<file path="src/rtl/contador_gray_param.sv">
// Parametrised up/down Gray counter with registered binary mirror, load, tc and wrap flags.
// Define CONT_GRAY_SAT_EN for saturating mode (holds at the end value, no wrap pulse).
module contador_gray_param #(
  parameter int WIDTH     = 4,
  parameter int RESET_VAL = 0
) (
  input  logic             clk,
  input  logic             rst,
  input  logic             en,
  input  logic             up,
  input  logic             load,
  input  logic [WIDTH-1:0] load_bin,
  output logic [WIDTH-1:0] binario,
  output logic [WIDTH-1:0] gray,
  output logic             tc,
  output logic             wrap
);

  localparam logic [WIDTH-1:0] RST_BIN = RESET_VAL[WIDTH-1:0];
  localparam logic [WIDTH-1:0] ONE     = {{(WIDTH-1){1'b0}}, 1'b1};

  function automatic logic [WIDTH-1:0] bin2gray(input logic [WIDTH-1:0] b);
    return b ^ (b >> 1);
  endfunction

  logic [WIDTH-1:0] step_bin;

  // tc marks the value from which the next step in the current direction wraps
  assign tc       = up ? (binario == '1) : (binario == '0);
  assign step_bin = up ? (binario + ONE) : (binario - ONE);

  always_ff @(posedge clk) begin
    if (rst) begin
      binario <= RST_BIN;
      gray    <= bin2gray(RST_BIN);
      wrap    <= 1'b0;
    end else if (load) begin
      binario <= load_bin;
      gray    <= bin2gray(load_bin);
      wrap    <= 1'b0;
    end else if (en) begin
`ifdef CONT_GRAY_SAT_EN
      if (!tc) begin
        binario <= step_bin;
        gray    <= bin2gray(step_bin);
      end
      wrap <= 1'b0;
`else
      binario <= step_bin;
      gray    <= bin2gray(step_bin);
      wrap    <= tc;
`endif
    end else begin
      wrap <= 1'b0;
    end
  end

endmodule
</file>
<file path="config.mk">
export PLATFORM = sky130hd
export DESIGN_NAME = contador_gray_param
export DESIGN_NICKNAME = d
export VERILOG_FILES = /design/src/rtl/contador_gray_param.sv
export SDC_FILE = /design/constraint.sdc
export NUM_CORES = 1
export LEC_CHECK = 0
export ABC_CLOCK_PERIOD_IN_PS = 2400
export CAP_MARGIN = 30
export CORE_MARGIN = 5
export CORE_UTILIZATION = 42
export DETAILED_ROUTE_END_ITERATION = 7
export PLACE_DENSITY = 0.83
export SYNTH_ARGS = -nofsm -noshare
export SYNTH_HDL_FRONTEND = slang
export SYNTH_SLANG_ARGS = --single-unit
</file>
<file path="constraint.sdc">
create_clock -name clk -period 2.4 [get_ports clk]
set_clock_uncertainty 0.05 [all_clocks]
set_input_delay 0.48 -clock clk [delete_from_list [all_inputs] [get_ports clk]]
set_output_delay 0.48 -clock clk [all_outputs]
set_load 0.005 [all_outputs]
</file>
== Yosys cells after proc, flatten, opt, wreduce, memory -nomap -nowiden ==
Index checks and enable logic that the tools add are counted.

* Input port bits: 9
* Memories kept: 0
* RAM bits: 0
* Latch bits: 0
* Word-level logic and storage cells: 18
* Bits in read-only memories: 0
* Bits in registers: 9
* Output and inout bits: 10

* $add $sub $neg: 2
* Equality and inequality tests: 1
* Bitwise logic cells: 3
* Shifts and indexed selects: 0
* Magnitude comparators: 0
* Muxes and demuxes: 6
* Divide/modulo/power cells: 0
* $mul: 0
* Reduce and logical (&&, ||, !) cells: 3

{| class="wikitable"
|+ Operator list
! operator !! count
|-
| $mux W4 || 5
|-
| $xor A4 B3 Y4 || 2
|-
| $add A4 B1 Y4 const B || 1
|-
| $eq A4 B4 Y1 const B || 1
|-
| $logic_not A4 Y1 || 1
|-
| $sub A4 B1 Y4 const B || 1
|-
| $reduce_or A3 Y1 || 1
|-
| $reduce_bool A2 Y1 || 1
|-
| $mux W1 || 1
|-
| $not A1 Y1 || 1
|}

== Longest topological paths before layout ==
* Depth after elaboration: 5
* Mapped depth: 6
* Depth with buffers taken out: 6

== Least setup slack after synthesis ==
No wires, ideal clock.

* Path kind: input to register
* Start: input up
* End: register binario[3]
* Data required time: 2235 ps
* Path buffers: 0
* Arrival time: 1870 ps
* Stages: 6
* Setup time: 115 ps
* Path slack: 365 ps
* Cells stage by stage: inv_1 -> ha_1 -> a21oi_2 -> a211oi_1 -> or4_1 -> and3_1

* Word-level cells in the longest chain between the ends: 3

{| class="wikitable"
|+ Ends and longest elaborated chain
! what !! RTL line !! RTL
|-
| start: declaration || 10 || <nowiki>input logic up,</nowiki>
|-
| $mux W4 || 30 || <nowiki>assign step_bin = up ? (binario + ONE) : (binario - ONE);</nowiki>
|-
| $mux W4 || 41 || <nowiki>end else if (en) begin</nowiki>
|-
| $mux W4 || 37 || <nowiki>end else if (load) begin</nowiki>
|-
| end signal: assignment || 38 || <nowiki>binario <= load_bin;</nowiki>
|-
| end signal: assignment || 49 || <nowiki>binario <= step_bin;</nowiki>
|-
| end: declaration || 13 || <nowiki>output logic [WIDTH-1:0] binario,</nowiki>
|}

No other way between the ends. The select of a mux whose other input is x is not followed.
A chain may end at the register's enable or synchronous reset.

== Worst setup path in the final report ==
* Start: input up
* End: register gray[2]

* Word-level cells in the longest chain between the ends: 4

{| class="wikitable"
|+ Ends and longest elaborated chain
! what !! RTL line !! RTL
|-
| $mux W4 || 30 ||
|-
| $xor A4 B3 Y4 || 23 || <nowiki>return b ^ (b >> 1);</nowiki>
|-
| $mux W4 || 41 ||
|-
| $mux W4 || 37 ||
|-
| end signal: assignment || 35 || <nowiki>gray <= bin2gray(RST_BIN);</nowiki>
|-
| end signal: assignment || 39 || <nowiki>gray <= bin2gray(load_bin);</nowiki>
|-
| end signal: assignment || 50 || <nowiki>gray <= bin2gray(step_bin);</nowiki>
|-
| end: declaration || 14 || <nowiki>output logic [WIDTH-1:0] gray,</nowiki>
|}

No other way between the ends. The select of a mux whose other input is x is not followed.

==> reports/qor.csv <==
metric;value;unit
status;complete, no violations;
rsz0062_at_grt;false;
gp_congestion;0.797;
min_delay_path_depth;2;
cp.depth;7;
finalSetupViolations;0;
fp.dieH;48.6;um
whs_endpoint;gray[0];
grt_pass1_wl;2.52;mm
drv_slew;0;
grt.overflow.total;0;
htree_levels;1;
hold_viol;0;
cts_buffers;3;
cts_tree;built;
ys_types;37;
synth_top_family_by_area;simple AND/OR/NAND/NOR gates;
synth.area.mux_share;1.60;%
insertion_delay;260;ps
path_buf_inv;2;
critPathLaunchType;input port;
cts_root_buf;clkbuf_4;
final_common_cell;clkdlybuf4s50_1;
drt-pass1-iter-count;4;
synth_area_leaders;dfxtp_1 26%, xor2_1 5.6%, a21oi_1 4.8%;
synthAdderAreaFrac;7.20;%
n_antenna_cell;0;
fin_crit_sh;95.1;%
place_ws;-201;ps
cp_slowest_stage_delay;490;ps
drc_errors;0;
slew_headroom;74.1;%
syn-num-nets;84;
viasPerCell;5.48;
yosys.area_share.xor_xnor;13.4;%
finalCriticalPeriod;2280;ps
hp-class;register to register;
power_density;501;mW/mm^2
nets;108;
netlist_area;626;sq um
slowest_stage;clkdlybuf4s50_1;
fin_tns_setup;0;ps
post_route_cells_drive_above_1_share;17.0;%
fin_ws;117;ps
vias;603;
synth-compound-area-share;21.6;%
ant_nets;0;
worstPathCellList;clkdlybuf4s50_1 -> inv_2 -> ha_2 -> nand3_2 -> a221o_1 -> and3_4 -> a2111oi_4;
required;2510;ps
grt_max_degree;12;
final_cell_mix;18 x clkdlybuf4s50_1, 8 x dfxtp_1;
critPathTopFamily;compound AO/OA/AOI/OAI gates;
cts_buffer_depth;2;
power;0.000440;W
path_clk_slew;50;ps
leakage;0.355;nW
drt-wirelength-per-cell;13.9;um
criticalPathCategory;input port to register;
grt_usage;13.3;%
num_rows;14;
port_buffers;18;
antenna_found_initial;0;
rr_endpoint;gray[1];
area_growth;40.2;%
cap_viol_max_count;0;
first_global_vias;584;
min-delay-start;gray[0];
cp.arrival;2390;ps
cp_max_fo;6;
synth-simple-area-share;23.4;%
wirelength;1.53;mm
crit_path_end_kind;register;
postCtsSetupBuffers;0;
dieWidth;48.6;um
yosys_warnings;0;
post_synth.cell_area_avg;8.69;sq um
ir_drop;0.000266;V
dpl.hpwl;1.23;mm
drt-initial-drc-count;9;
worst_slew_pin_slew;387;ps
reg2reg_depth;6;
synth_top_cell_by_area;dfxtp_1;
synth_top_area_share;25.6;%
ys_ff_latch;8;
r2r_slack;520;ps
fmax;438;MHz
dieArea;0.00236;sq mm
start_util;43.0;%
cts_sinks;8;
io_pins;19;
core;0.00145;sq mm
synth_seq_area_share;25.6;%
synthCells;72;
r2r_start;binario[0];
-- synthesized netlist by cell type --
library cell	n
and3_1	1
o22ai_1	1
or4_1	1
nand2_1	6
a21oi_2	1
nor2_1	6
xor2_1	4
buf_6	1
nor3b_1	1
xnor3_1	1
xnor2_1	3
o2111ai_1	1
buf_4	1
fa_1	1
o211ai_1	1
nor2b_1	2
ha_1	2
a21oi_1	6
buf_1	1
and3_4	1
mux2i_1	1
nand4_1	1
or2_0	1
a211oi_1	3
nor4_1	1
a221oi_1	1
o21ai_0	1
a221o_1	1
dfxtp_1	8
and2b_1	1
nand2b_1	1
and4_1	1
nand3_2	1
clkbuf_1	2
inv_1	4
a2111oi_4	1
nor3_1	1
-- where the power goes --
group / switching [W] / total (W) / internal [W]
logic: 0.0000753 / 0.000177 / 0.000101
registers: 0.0000144 / 0.000159 / 0.000145
clock network: 0.0000463 / 0.000104 / 0.0000573
-- worst max path at each step --
stage	startpoint	end	slack, ps
6_report	up	gray[2]	120
5_1_grt	up	gray[1]	20
4_1_cts	up	tc	50
3_5_place_dp	up	binario[3]	-200
3_3_place_gp	up	binario[3]	-120
2_1_floorplan	up	binario[3]	360
-- registers in the layout (all words and copies together), names as in the netlist --
name and flops:
binario 4, gray 3, wrap 1
-- worst min-delay path, cell delays in order, from the launching register on --
cell	delay [ps]
dfxtp_1	310
a21oi_1	120
a211oi_1	70
-- repair_timing --
action | in CTS | in global routing
gates resized for setup | 1 | 4
hold buffers | 0 | 0
endpoints found under the setup margin | 1 | 3
endpoints found under the hold margin | 0 | 0
-- layer usage --
metal,global-route usage [%],wire (um),part of all wire [%],vias up
li1,-,-,-,300
met1,15.3,676,44,290
met2,22.4,797,52,13
met3,5.52,55,3.6,0
met4,3.59,0,0,0
met5,0,0,0,-
-- cell families (layout without fill, tap and decap cells) --
logic type               after synthesis  in the layout
multiplexers                           1              1
adder cells (fa/ha/maj)                3              3
buffers and inverters                  9             31
XOR/XNOR                               8              8
AO/OA/AOI/OAI                         17             17
AND/OR/NAND/NOR                       26             26
flip-flops                             8              8
-- cell type report --
cell class                      instances  area (sq um)
Inverter                                4          15.0
Clock buffer                            3          22.5
Multi-Input combinational cell         55           434
Fill cell                             130           577
Sequential cell                         8           160
Timing Repair Buffer                   24           225
Tap cell                               16          20.0
-- through the flow --
step	std cells	util, %	hold slack (ps)	area, sq um
2_1_floorplan	72	-	483	626
3_3_place_gp	107	57.8	492	841
3_5_place_dp	107	57.8	499	841
4_1_cts	110	59.4	507	863
5_1_grt	110	60.3	533	877
6_report	110	60.3	504	877
(Power assumes the default switching activity.)
